`src/rtl/ads1278_pkg.sv`:
```
// rtl/ads1278_pkg.sv - constants, state encoding and channel-mask helpers shared with the ADS1278 driver
package ads1278_pkg;

  localparam int P_CH_NUM   = 8;
  localparam int P_SAMPLE_W = 24;
  localparam int P_FRAME_W  = 192;
  localparam int P_CH_ID_W  = 3;

  typedef enum logic {
    ST_ACC = 1'b0,
    ST_OUT = 1'b1
  } state_t;

  // Lowest enabled channel; descending scan lets the smallest index win.
  function automatic logic [P_CH_ID_W-1:0] first_ch(input logic [P_CH_NUM-1:0] mask);
    first_ch = '0;
    for (int k = P_CH_NUM - 1; k >= 0; k--) begin
      if (mask[k]) first_ch = P_CH_ID_W'(k);
    end
  endfunction

  function automatic logic [P_CH_ID_W-1:0] last_ch(input logic [P_CH_NUM-1:0] mask);
    last_ch = '0;
    for (int k = 0; k < P_CH_NUM; k++) begin
      if (mask[k]) last_ch = P_CH_ID_W'(k);
    end
  endfunction

  // Next enabled channel above cur; returns cur when none is left.
  function automatic logic [P_CH_ID_W-1:0] next_ch(input logic [P_CH_NUM-1:0] mask,
                                                   input logic [P_CH_ID_W-1:0] cur);
    next_ch = cur;
    for (int k = P_CH_NUM - 1; k >= 0; k--) begin
      if (mask[k] && (k > int'(cur))) next_ch = P_CH_ID_W'(k);
    end
  endfunction

endpackage

```
`src/rtl/ads1278_ch_acc.sv`:
```
// rtl/ads1278_ch_acc.sv - single-channel sign-extending accumulator with clear and shift-out
module ads1278_ch_acc
  import ads1278_pkg::*;
#(
  parameter int P_AVG_LOG2 = 4
) (
  input  logic                  i_sysclk,
  input  logic                  i_rst_n,
  input  logic                  i_clear,
  input  logic                  i_add,
  input  logic                  i_last,
  input  logic [P_SAMPLE_W-1:0] i_sample,
  output logic [P_SAMPLE_W-1:0] o_result
);

  localparam int W = P_SAMPLE_W + P_AVG_LOG2;

  logic signed [W-1:0] acc;
  logic signed [W-1:0] sample_ext;
  logic signed [W-1:0] sum;

  // W bits hold 2^P_AVG_LOG2 full-scale samples, so the sum never wraps.
  assign sample_ext = W'($signed(i_sample));
  assign sum        = acc + sample_ext;

  always_ff @(posedge i_sysclk or negedge i_rst_n) begin
    if (!i_rst_n) begin
      acc      <= '0;
      o_result <= '0;
    end else if (i_clear) begin
      acc <= '0;
    end else if (i_add) begin
      if (i_last) begin
        acc      <= '0;
        o_result <= sum[W-1:P_AVG_LOG2];
      end else begin
        acc <= sum;
      end
    end
  end

endmodule

```
`src/rtl/ads1278_frame_avg.sv`:
```
// rtl/ads1278_frame_avg.sv - averages 2^P_AVG_LOG2 ADS1278 frames and serializes the enabled channels
module ads1278_frame_avg #(
  parameter int         P_AVG_LOG2 = 4,
  parameter logic [7:0] P_CH_MASK  = 8'b1111_1111
) (
  input  logic         i_sysclk,
  input  logic         i_rst_n,
  input  logic [191:0] i_frame_data,
  input  logic         i_frame_valid,
  output logic         o_frame_ready,
  input  logic         i_clear,
  output logic [23:0]  o_ch_data,
  output logic [2:0]   o_ch_id,
  output logic         o_ch_last,
  output logic         o_ch_valid,
  input  logic         i_ch_ready,
  output logic [15:0]  o_frame_cnt
);

  import ads1278_pkg::*;

  localparam int                   CNT_W    = P_AVG_LOG2 + 1;
  localparam logic [CNT_W-1:0]     CNT_LAST = CNT_W'((1 << P_AVG_LOG2) - 1);
  localparam logic [P_CH_ID_W-1:0] CH_FIRST = first_ch(P_CH_MASK);
  localparam logic [P_CH_ID_W-1:0] CH_LAST  = last_ch(P_CH_MASK);

  if (P_CH_MASK == 8'd0) begin : g_bad_mask
    $error("ads1278_frame_avg: P_CH_MASK must enable at least one channel");
  end
  if (P_AVG_LOG2 < 0 || P_AVG_LOG2 > 8) begin : g_bad_avg
    $error("ads1278_frame_avg: P_AVG_LOG2 must be within 0..8");
  end

  state_t                  state;
  logic [CNT_W-1:0]        in_cnt;
  logic                    accept;
  logic                    in_last;
  logic [P_SAMPLE_W-1:0]   ch_result [P_CH_NUM];
  logic [P_CH_ID_W-1:0]    ch_next;

  assign accept  = (state == ST_ACC) && o_frame_ready && i_frame_valid;
  assign in_last = (in_cnt == CNT_LAST);
  assign ch_next = next_ch(P_CH_MASK, o_ch_id);

  // Result registers only change on the final accept, so the mux is stable while draining.
  assign o_ch_data = ch_result[o_ch_id];

  for (genvar g = 0; g < P_CH_NUM; g++) begin : g_ch
    ads1278_ch_acc #(
      .P_AVG_LOG2(P_AVG_LOG2)
    ) u_ch_acc (
      .i_sysclk (i_sysclk),
      .i_rst_n  (i_rst_n),
      .i_clear  (i_clear),
      .i_add    (accept),
      .i_last   (in_last),
      .i_sample (i_frame_data[P_SAMPLE_W*g +: P_SAMPLE_W]),
      .o_result (ch_result[g])
    );
  end

  always_ff @(posedge i_sysclk or negedge i_rst_n) begin
    if (!i_rst_n) begin
      state         <= ST_ACC;
      in_cnt        <= '0;
      o_frame_ready <= 1'b0;
      o_ch_valid    <= 1'b0;
      o_ch_id       <= '0;
      o_ch_last     <= 1'b0;
      o_frame_cnt   <= '0;
    end else if (i_clear) begin
      // Abort wins over any handshake; the drained-frame count is kept.
      state         <= ST_ACC;
      in_cnt        <= '0;
      o_frame_ready <= 1'b1;
      o_ch_valid    <= 1'b0;
      o_ch_id       <= '0;
      o_ch_last     <= 1'b0;
    end else begin
      case (state)
        ST_ACC: begin
          o_frame_ready <= 1'b1;
          if (accept) begin
            if (in_last) begin
              in_cnt        <= '0;
              state         <= ST_OUT;
              o_frame_ready <= 1'b0;
              o_ch_valid    <= 1'b1;
              o_ch_id       <= CH_FIRST;
              o_ch_last     <= (CH_FIRST == CH_LAST);
            end else begin
              in_cnt <= in_cnt + 1'b1;
            end
          end
        end
        ST_OUT: begin
          if (o_ch_valid && i_ch_ready) begin
            if (o_ch_last) begin
              state         <= ST_ACC;
              o_frame_ready <= 1'b1;
              o_ch_valid    <= 1'b0;
              o_ch_last     <= 1'b0;
              o_frame_cnt   <= o_frame_cnt + 16'd1;
            end else begin
              o_ch_id   <= ch_next;
              o_ch_last <= (ch_next == CH_LAST);
            end
          end
        end
        default: state <= ST_ACC;
      endcase
    end
  end

endmodule

```
`config.mk`:
```
export PLATFORM = sky130hd
export DESIGN_NAME = ads1278_frame_avg
export DESIGN_NICKNAME = d
export VERILOG_FILES = /design/src/rtl/ads1278_pkg.sv /design/src/rtl/ads1278_ch_acc.sv /design/src/rtl/ads1278_frame_avg.sv
export SDC_FILE = /design/constraint.sdc
export NUM_CORES = 1
export LEC_CHECK = 0
export CORE_UTILIZATION = 60
export CTS_BUF_LIST = sky130_fd_sc_hd__clkbuf_4 sky130_fd_sc_hd__clkbuf_8
export CTS_CLUSTER_SIZE = 20
export DETAILED_ROUTE_END_ITERATION = 12
export GPL_TIMING_DRIVEN = 0
export MAX_ROUTING_LAYER = met4
export PLACE_DENSITY = 0.82
export REMOVE_ABC_BUFFERS = 1
export SLEW_MARGIN = 10
export SYNTH_ARGS = -nofsm -noshare
export SYNTH_HDL_FRONTEND = slang
export SYNTH_SLANG_ARGS = --single-unit
```
`constraint.sdc`:
```
create_clock -name i_sysclk -period 4.9 [get_ports i_sysclk]
set_clock_uncertainty 0.2 [all_clocks]
set_input_delay 0.98 -clock i_sysclk [delete_from_list [all_inputs] [get_ports i_sysclk]]
set_output_delay 0.98 -clock i_sysclk [all_outputs]
set_load 0.05 [all_outputs]
```
Word level (Yosys, flattened, before mapping). Index checks and enable logic that the tools add are counted.

Register bits after elaboration: 444. Logic and storage cells: 131.

$add $sub $neg: 10. $lt $le $gt $ge: 8. Eq/ne operators: 8. Mux-type cells: 68. Bitwise operators: 3. Reductions and logical operators: 11.

Operators by type and width (number): 28-bit two-way mux (24); 28-bit by 24-bit adder with 28-bit output (8); 24-bit binary-select mux with 3-bit select (1); 24-bit two-way mux (2); 3-bit two-way mux (12); 1-bit two-way mux (20); 5-bit two-way mux (4); 16-bit by 1-bit adder with 16-bit output, second input constant (1); 3-bit greater-than comparator, first input constant (4); 4-bit AND reduction (3); 3-bit inequality test, second input constant (3); 1-bit one-hot mux with 2 select lines (4); 2-bit by 3-bit greater-than comparator with 1-bit output, first input constant (2); 3-bit by 2-bit inequality test with 1-bit output, second input constant (2); 3-bit one-hot mux with 2 select lines (1); 3-bit AND reduction (2); 5-bit by 1-bit adder with 5-bit output, second input constant (1); 5-bit by 4-bit equality test with 1-bit output, second input constant (1); 4-bit greater-or-equal comparator, second input constant (1); 3-bit NOT with 4-bit output (1); 2-bit AND reduction (2); 3-bit equality test, second input constant (1); 1-bit by 3-bit greater-than comparator with 1-bit output, first input constant (1); 1-bit logical AND (3); other kinds (3) (4).

Longest topological paths before layout. Gate-level depths: netlist (run 1).

Word-level depth: 13. Depth in mapped cells: 12. Mapped depth without buffers: 12.

By module. A second synthesis (run 1) with hierarchy kept.

Cells, all modules: 3266. Area, all modules: 30434.2 µm².

Modules (own cells, without submodules): ads1278_ch_acc at g_ch[1].u_ch_acc ... (times used 3, cells an instance 396, area each 3470.8 µm², seq. area each 1301.2 µm²); ads1278_ch_acc at g_ch[6].u_ch_acc ... (times used 2, cells an instance 351, area each 3271.9 µm², seq. area each 1301.2 µm²); ads1278_ch_acc at g_ch[4].u_ch_acc (times used 1, cells an instance 401, area each 3567.2 µm², seq. area each 1301.2 µm²); ads1278_ch_acc at g_ch[5].u_ch_acc (times used 1, cells an instance 389, area each 3503.4 µm², seq. area each 1301.2 µm²); ads1278_ch_acc at g_ch[0].u_ch_acc (times used 1, cells an instance 381, area each 3489.6 µm², seq. area each 1301.2 µm²); ads1278_frame_avg (times used 1, cells an instance 205, area each 2917.8 µm², seq. area each 700.7 µm²).

Worst setup path after synthesis (run 1). No wires, ideal clock.

Path kind: input-to-reg. Start point: input port i_frame_data[168]. End point: register g_ch[7].u_ch_acc.acc[26]. Library setup time: 126 ps. Arrival time: 3307 ps. Required time: 4574 ps. Path slack: 1267 ps. Stages on the path: 12. Path through: ha_1 -> inv_1 -> fa_1 -> nor2b_1 -> o31ai_1 -> a31oi_1 -> a41oi_1 -> o21ai_1 -> o31ai_1 -> o311ai_1 -> mux2i_1 -> a221o_1.

Longest elaborated chain between the ends: 4.

RTL lines: from (decl) (RTL line ads1278_frame_avg.sv:8) `input logic [191:0] i_frame_data,`; 28-bit by 24-bit adder with 28-bit output (RTL line ads1278_ch_acc.sv:24) `assign sum = acc + sample_ext;`; 28-bit two-way mux (RTL line ads1278_ch_acc.sv:33) `if (i_last) begin`; 28-bit two-way mux (RTL line ads1278_ch_acc.sv:32) `end else if (i_add) begin`; 28-bit two-way mux (RTL line ads1278_ch_acc.sv:30) `end else if (i_clear) begin`; to (signal assigned) (RTL line ads1278_ch_acc.sv:37) `acc <= sum;`; to (decl) (RTL line ads1278_ch_acc.sv:18) `logic signed [W-1:0] acc;`.

Every way passes these cells. The select of a mux whose other input is x is not followed. A chain may end at the register's enable or synchronous reset.

Worst setup path in the final report (run 1).
Start point: register o_ch_id[0]. End point: output port o_ch_data[11].

Longest elaborated chain between the ends: 4.

RTL lines: from (decl) (RTL line ads1278_frame_avg.sv:13) `output logic [2:0] o_ch_id,`; from (signal assigned) (RTL line ads1278_frame_avg.sv:105) `o_ch_id <= ch_next;`; 3-bit NOT with 4-bit output (implied by the code) (RTL line ads1278_frame_avg.sv:46) `assign o_ch_data = ch_result[o_ch_id];`; 24-bit binary-select mux with 3-bit select (RTL line ads1278_frame_avg.sv:46); 24-bit two-way mux (implied by the code) (2 in a row) (RTL line ads1278_frame_avg.sv:46); to (decl) (RTL line ads1278_frame_avg.sv:12) `output logic [23:0] o_ch_data,`.

Every way passes these cells. The select of a mux whose other input is x is not followed.

==> flow_summary.toml, run 1 <==
[status]
outcome = "complete, no violations"

[placed_design]
detailed_place.area_um2 = 32400
place.port_buffers = 242
gpl.final_weighted_congestion = 0.943
dp_hpwl_mm = 60.3
dp.cells = 3833

[critical_path]
slowest_stage = "dfrtp_4"
rr_worst_depth = 10
ff2ff_setup_slack_ns = 0.92
timing.critical_path.cells = "buf_12, mux4_2, nand2_1, nand2_1, clkdlybuf4s50_1"
critPathMostFrequentCell = "nand2_1"
cpPeakStageDelay_ns = 0.78
critical_path_peak_fanout = 28
critical_path_class = "reg -> out"
endpoint_kind = "primary output"
r2r_end = "g_ch[4].u_ch_acc.o_result[23]$_DFFE_PN0P_"
critical_path_required_ns = 3.72
worst_r2r_startpoint = "g_ch[4].u_ch_acc.acc[1]$_DFFE_PN0P_"
startpoint_types = "register"
arrival_ns = 3.32

[layout]
final_layout_size_suffix_gt1_frac = 0.0934
area_growth_pct = 17.6
fin_cells = 3983
post-route-cell-area_um2 = 34100
layout.nets = 3722
utilization_after_layout = 0.714

[cts]
clockBufferDepth = 3
cts_sinks = 444
tritoncts = "built"
cts_hold_repair.buffers = 0
clkLatencyLatePin_ns = 0.69
cts-buffers-inserted = 79
clk_pin_slew_worst_paths_ns = 0.06
ctsRootBufferMaster = "clkbuf_8"
htree_levels = 3
post_cts.repair.setup_buffers = 0

[timing]
setup_repair_after_global_routing_missed_its_margin = "no"
final_period_minus_worst_setup_slack_ns = 4.50
worst-slew-pin-transition_ns = 1.28
setup_viol = 0
slew-limit-headroom = 0.147
finalHoldViolCount = 0
timing_max_transition_violations_final = 0
max_freq_mhz = 222
final_min_period_over_clock_period = 0.919

[floorplanning]
chipWidth_um = 222
design.core.area_um2 = 47700
die_height_um = 222
starting_density_of_the_core = 0.607
std_cell_rows = 80
io_pins = 243
area_of_the_die_um2 = 49200

[logic_synthesis]
synth.ff_latch_count = 444
ys_seq_area_frac = 0.383
most_used_flip_flop_cell_after_synthesis = "dfrtp_1"
postSynth.asyncResetShare = 1.00
yosysTopAreaCellShare = 0.383
synthesis.area_um2 = 29000
synth_area_per_cell_um2 = 9.40
synthesis.yosys.warnings = 0
synth_area_leaders = "dfrtp_1 38%, ha_1 9.4%, nand2_1 7.1%"
post_synth_num_cell_types = 77
synth_cells = 3086
number_of_synthesized_flops_with_an_enable_pin = 0
yosysTopAreaCell = "dfrtp_1"

[power]
total_switching_power_mw = 6.67
cellInternalPower_mw = 9.80
comb_power_share = 0.481
power.static_leakage_nw = 16.7
power.sequential.fraction = 0.291
power_density_nw_per_um2 = 483
share_clk_of_total_power = 0.227
vdd_drop_max_v = 0.000263
netSwitchingFraction = 0.405

[global_routing]
overflow = 0
aggregate_global_route_resource_usage = 0.346
grt_first_pass_wirelength_mm = 132
grt_pass1_vias = 24951
grt_antenna_before_repair = 7
grt_start_max_net_pins = 105

[drt]
drt_first_iter_violations = 1854
route.detailed.drc = 0
postRouteAntennaNets = 0
wl_mm = 82.0
vias_per_cell = 6.26
first_pass_iters = 5
wire_per_inst_um = 20.6
vias = 24947

[worst_hold_path]
min_path_type = "in -> async"

[job]
drv_cap = 0
-- power by group through the flow --
stage	clock (mW)	sequential [mW]	combinational [mW]
after global placement	0	4.85	7.68
after global routing	3.96	4.87	8.69
after floorplan	0	4.72	5.94
final	3.74	4.80	7.93
after detailed placement	0	4.83	7.75
after CTS	3.80	4.79	7.81
-- how the worst max path moves through the flow --
stage | startpoint | endpoint | slack [ns] | cells after the start
3_3_place_gp | i_clear | g_ch[2].u_ch_acc.acc[27]$_DFFE_PN0P_ | -72.99 | 6
5_1_grt | o_ch_id[0]$_DFFE_PN0P_ | o_ch_data[11] | 0.24 | 5
2_1_floorplan | i_frame_valid | g_ch[2].u_ch_acc.acc[27]$_DFFE_PN0P_ | -20.36 | 7
4_1_cts | o_ch_id[2]$_DFFE_PN0P_ | o_ch_data[11] | 0.11 | 4
3_5_place_dp | i_frame_data[97] | g_ch[4].u_ch_acc.o_result[23]$_DFFE_PN0P_ | -0.05 | 11
6_report | o_ch_id[0]$_DFFE_PN0P_ | o_ch_data[11] | 0.40 | 5
-- what timing repair did --
item | CTS | global route
setup endpoints to repair | 0 | 1
hold endpoints to repair | 0 | 0
resized for setup | 0 | 1
-- flip-flops by register name, summed over array words and instances, names as in the netlist --
name / cells
o_ch_id: 3
g_ch.u_ch_acc.acc: 224
state: 1
o_ch_valid: 1
in_cnt: 5
o_ch_last: 1
o_frame_cnt: 16
g_ch.u_ch_acc.o_result: 192
o_frame_ready: 1
-- cell usage in the layout (no fill, tap or decap), types with 38 or more instances in the layout --
cell / netlist / final
dfrtp_1: 444 / 441
a21oi_1: 174 / 174
a22o_1: 162 / 162
clkbuf_8: 0 / 101
ha_1: 218 / 218
o21ai_0: 179 / 179
nor3_1: 38 / 38
nor2b_1: 39 / 38
o21a_1: 53 / 53
mux2_2: 57 / 57
nand3_1: 48 / 48
inv_1: 72 / 72
a21o_1: 121 / 121
xor2_1: 63 / 63
nor2_1: 144 / 143
xnor2_1: 129 / 129
nand2_1: 545 / 544
clkdlybuf4s50_1: 0 / 241
mux4_2: 48 / 48
-- layer usage --
metal	global-route usage	share of wire	vias to the layer above
li1	-	-	11687
met1	0.438	0.42	12254
met2	0.554	0.48	822
met3	0.0570	0.062	184
met4	0.142	0.041	0
met5	-	0	-
-- area by class of cell --
cell class / count / area (um^2)
Inverter: 72 / 270
Timing Repair Buffer: 275 / 3090
Tap cell: 615 / 769
Clock buffer: 124 / 1560
Fill cell: 3479 / 13700
Sequential cell: 444 / 11100
Clock inverter: 19 / 145
Antenna cell: 7 / 17.5
Multi-Input combinational cell: 2427 / 17100
-- cells in the mapped netlist (32+ instances only) --
cell type    n
a21oi_1    174
nand2_1    545
nor2_1     144
inv_1       72
mux2_2      57
nand2b_1    32
xnor2_1    129
xor2_1      63
nor2b_1     39
clkbuf_1   129
dfrtp_1    444
nor3_1      38
a21o_1     121
o21a_1      53
a22o_1     162
ha_1       218
o21ai_0    179
nand3_1     48
mux4_2      48
-- through the flow --
stage | setup TNS (ns) | setup WS, ns | hold slack (ns) | total power [mW]
after floorplan | -4092.65 | -20.36 | 0.233 | 10.7
after global placement | - | -72.99 | 0.249 | 12.5
after detailed placement | -0.0710 | -0.0456 | 0.257 | 12.6
after CTS | 0 | 0.109 | 0.169 | 16.4
after global routing | 0 | 0.242 | 0.191 | 17.5
final | 0 | 0.396 | 0.161 | 16.5
-- kinds of logic after synthesis --
logic type / synth area share
multiplexers: 0.0648
AO/OA/AOI/OAI: 0.221
XOR/XNOR: 0.0580
buffers and inverters: 0.0280
adder cells (fa/ha/maj): 0.0996
AND/OR/NAND/NOR: 0.145
flip-flops: 0.383
-- critical path: cells and delay by family (launching register included) --
kind          cells  cell delay, ns
mux               1            0.54
simple gates      2            0.23
buf+inv           2            1.06
flops             1            0.78
Note: power is estimated with default switching activity, not from simulation.
==> run 2, diff against run 1 <==
CORE_UTILIZATION = 32   (was 60)
MAX_ROUTING_LAYER = unset   (was met4)
PLACE_DENSITY = unset   (was 0.82)
SYNTH_HIERARCHICAL = 1   (was unset)
==> flow_summary.toml, run 2 <==
[status]
outcome = "complete, no violations"

[cts]
cts_resized = 0
ctsRootBufferMaster = "clkbuf_8"
cts-buffers-inserted = 83
post_cts.repair.setup_buffers = 0
htree_levels = 3
clkLatencyLatePin_ns = 0.72
cts_sinks = 444
clk_pin_slew_worst_paths_ns = 0.07
tritoncts = "built"
cts_hold_repair.buffers = 0
clockBufferDepth = 3

[floorplanning]
chipWidth_um = 310
std_cell_rows = 112
area_of_the_die_um2 = 96300
starting_density_of_the_core = 0.325
io_pins = 243
design.core.area_um2 = 93700
die_height_um = 310

[logic_synthesis]
netlist_top_cells_count = "464 x nand2_1, 444 x dfrtp_1, 218 x ha_1"
number_of_synthesized_flops_with_an_enable_pin = 0
synthMostInstantiatedCell = "nand2_1"
synth.ff_latch_count = 444
post_synth_num_cell_types = 110
yosysTopAreaCellShare = 0.365
postSynth.asyncResetShare = 1.00
yosysTopAreaCell = "dfrtp_1"
synthesis.area_um2 = 30400
ys_seq_area_frac = 0.365
synth_area_leaders = "dfrtp_1 37%, ha_1 9.0%, nand2_1 5.7%"
synthesis.yosys.warnings = 6
synth_area_per_cell_um2 = 9.32
synth_cells = 3266
most_used_flip_flop_cell_after_synthesis = "dfrtp_1"

[layout]
area_growth_pct = 19.2
largest_register = "g_ch.u_ch_acc/acc"
fin_cells = 4796
number_of_flip_flops_under_the_largest_register_name = 224
post-route-cell-area_um2 = 36300
area_used_by_multi_input_combinational_logic_um2 = 18400
seqCellArea_um2 = 11100
layout_top_registers = "g_ch.u_ch_acc/acc (224), g_ch.u_ch_acc/o_result (192), o_frame_cnt (16)"
final.fill_count = 9314
final_common_cell = "nand2_1"
final_layout_size_suffix_gt1_frac = 0.0987
layout.nets = 3893
layout.cells.most_common_list = "464 x nand2_1, 442 x dfrtp_1, 240 x clkdlybuf4s50_1"

[global_routing]
grt_pass1_vias = 24854
overflow = 0
aggregate_global_route_resource_usage = 0.198
grt_first_pass_wirelength_mm = 148
grt_start_max_net_pins = 104
grt_antenna_before_repair = 13

[job]
drv_cap = 0

[drt]
vias_per_cell = 5.40
vias = 25909
drt_first_iter_violations = 2015
postRouteAntennaNets = 0
route.detailed.drc = 0
first_pass_iters = 5
wl_mm = 96.3
wire_per_inst_um = 20.1

[timing]
slew-limit-headroom = 0.147
final_min_period_over_clock_period = 0.936
setup_repair_after_global_routing_missed_its_margin = "no"
finalHoldViolCount = 0
timing_max_transition_violations_final = 0
max_freq_mhz = 218
setup_viol = 0
final_period_minus_worst_setup_slack_ns = 4.58
worst-slew-pin-transition_ns = 1.28

[placed_design]
gpl.final_weighted_congestion = 0.901
detailed_place.area_um2 = 34300
place.port_buffers = 242
dp_hpwl_mm = 73.2
dp.cells = 4637

[critical_path]
arrival_ns = 3.40
endpoint_kind = "primary output"
startpoint_types = "register"
critical_path_class = "reg -> out"
critical_path_peak_fanout = 30
critical_path_required_ns = 3.72

[power]
total_power_draw_mw = 12.7
power_density_nw_per_um2 = 351
vdd_drop_max_v = 0.000175
power.static_leakage_nw = 16.5

[worst_hold_path]
min_path_type = "in -> async"
==> run 2: cell count changes after synthesis, sizes merged, moves of 28 or more <==
cell | before | now
o21ai | 184 | 359
a21oi | 174 | 224
a21o | 121 | 74
a22o | 162 | 69
xnor2 | 129 | 99
nand3 | 48 | 76
or3 | 2 | 32
nand2 | 545 | 464
==> run 2: path summary, 6_finish.rpt <==
path	startpoint	end	slack, ns	cells past startpoint
max reg2reg	state$_DFF_PN0_	g_ch[4].u_ch_acc/o_result[21]$_DFFE_PN0P_	1.01	6
max	o_ch_id[1]$_DFFE_PN0P_	o_ch_data[14]	0.32	4
min reg2reg	g_ch[4].u_ch_acc/o_result[6]$_DFFE_PN0P_	g_ch[4].u_ch_acc/o_result[6]$_DFFE_PN0P_	0.27	2
max in group asynchronous	i_rst_n	g_ch[3].u_ch_acc/acc[5]$_DFFE_PN0P_	3.00	3
min in group i_sysclk	g_ch[4].u_ch_acc/o_result[6]$_DFFE_PN0P_	g_ch[4].u_ch_acc/o_result[6]$_DFFE_PN0P_	0.27	2
min	i_rst_n	g_ch[4].u_ch_acc/acc[2]$_DFFE_PN0P_	0.07	1
==> run 2: cells by family after synthesis <==
| logic type | after synthesis | synth area share |
|---|---|---|
| AOI/OAI and AO/OA | 1054 | 0.228 |
| xor gates and xnor gates | 186 | 0.0544 |
| buffers and inverters | 233 | 0.0317 |
| DFF | 444 | 0.365 |
| adders and majority gates | 226 | 0.0949 |
| muxes | 116 | 0.0659 |
| and+or+nand+nor | 1007 | 0.160 |
==> run 2: layout make-up <==
| class | count | area share |
|---|---|---|
| antenna | 6 | 0.000414 |
| clock buffer | 123 | 0.0430 |
| clock inverter | 28 | 0.0106 |
| inverter | 81 | 0.00838 |
| multi-input combinational | 2589 | 0.508 |
| sequential | 444 | 0.306 |
| tap | 1254 | 0.0432 |
| timing repair buffer | 271 | 0.0798 |
==> run 2: metal layers <==
metal / share of wire / wire, um / global-route usage
met1: 0.48 / 46100 / 0.284
met3: 0.057 / 5460 / 0.0349
met4: 0.024 / 2270 / 0.0582
met2: 0.44 / 42400 / 0.304
met5: 0.00074 / 71 / 0
==> run 2: through the flow <==
| step | hold WS, ns | setup WS [ns] | utilization | TNS [ns] |
|---|---|---|---|---|
| after detailed placement | 0.260 | 0.178 | 0.366 | 0 |
| after floorplan | 0.230 | 0.802 | - | 0 |
| after global routing | 0.101 | 0.213 | 0.387 | 0 |
| after global placement | 0.255 | -18.46 | 0.360 | -8456.81 |
| after CTS | 0.0641 | 0.281 | 0.387 | 0 |
| final | 0.0720 | 0.315 | 0.387 | 0 |
==> run 2: where the power goes <==
group          total (mW)  switching (mW)  internal (mW)
sequential           4.16           0.187           3.97
combinational        4.33            2.69           1.64
clock                4.24            1.76           2.48
total                12.7            4.64           8.09
==> run 2: worst max-delay path, stage by stage (launching register included) <==
cell and delay, ns:
dfrtp_2 0.90, buf_16 0.25, mux4_1 0.36, mux2_2 0.29, clkdlybuf4s50_1 0.83
==> run 3, diff against run 2 <==
SKIP_CTS_REPAIR_TIMING = 1   (was unset)
==> results of run 3 <==
No change in the layout: final DEF, timing and power equal those of run 2.
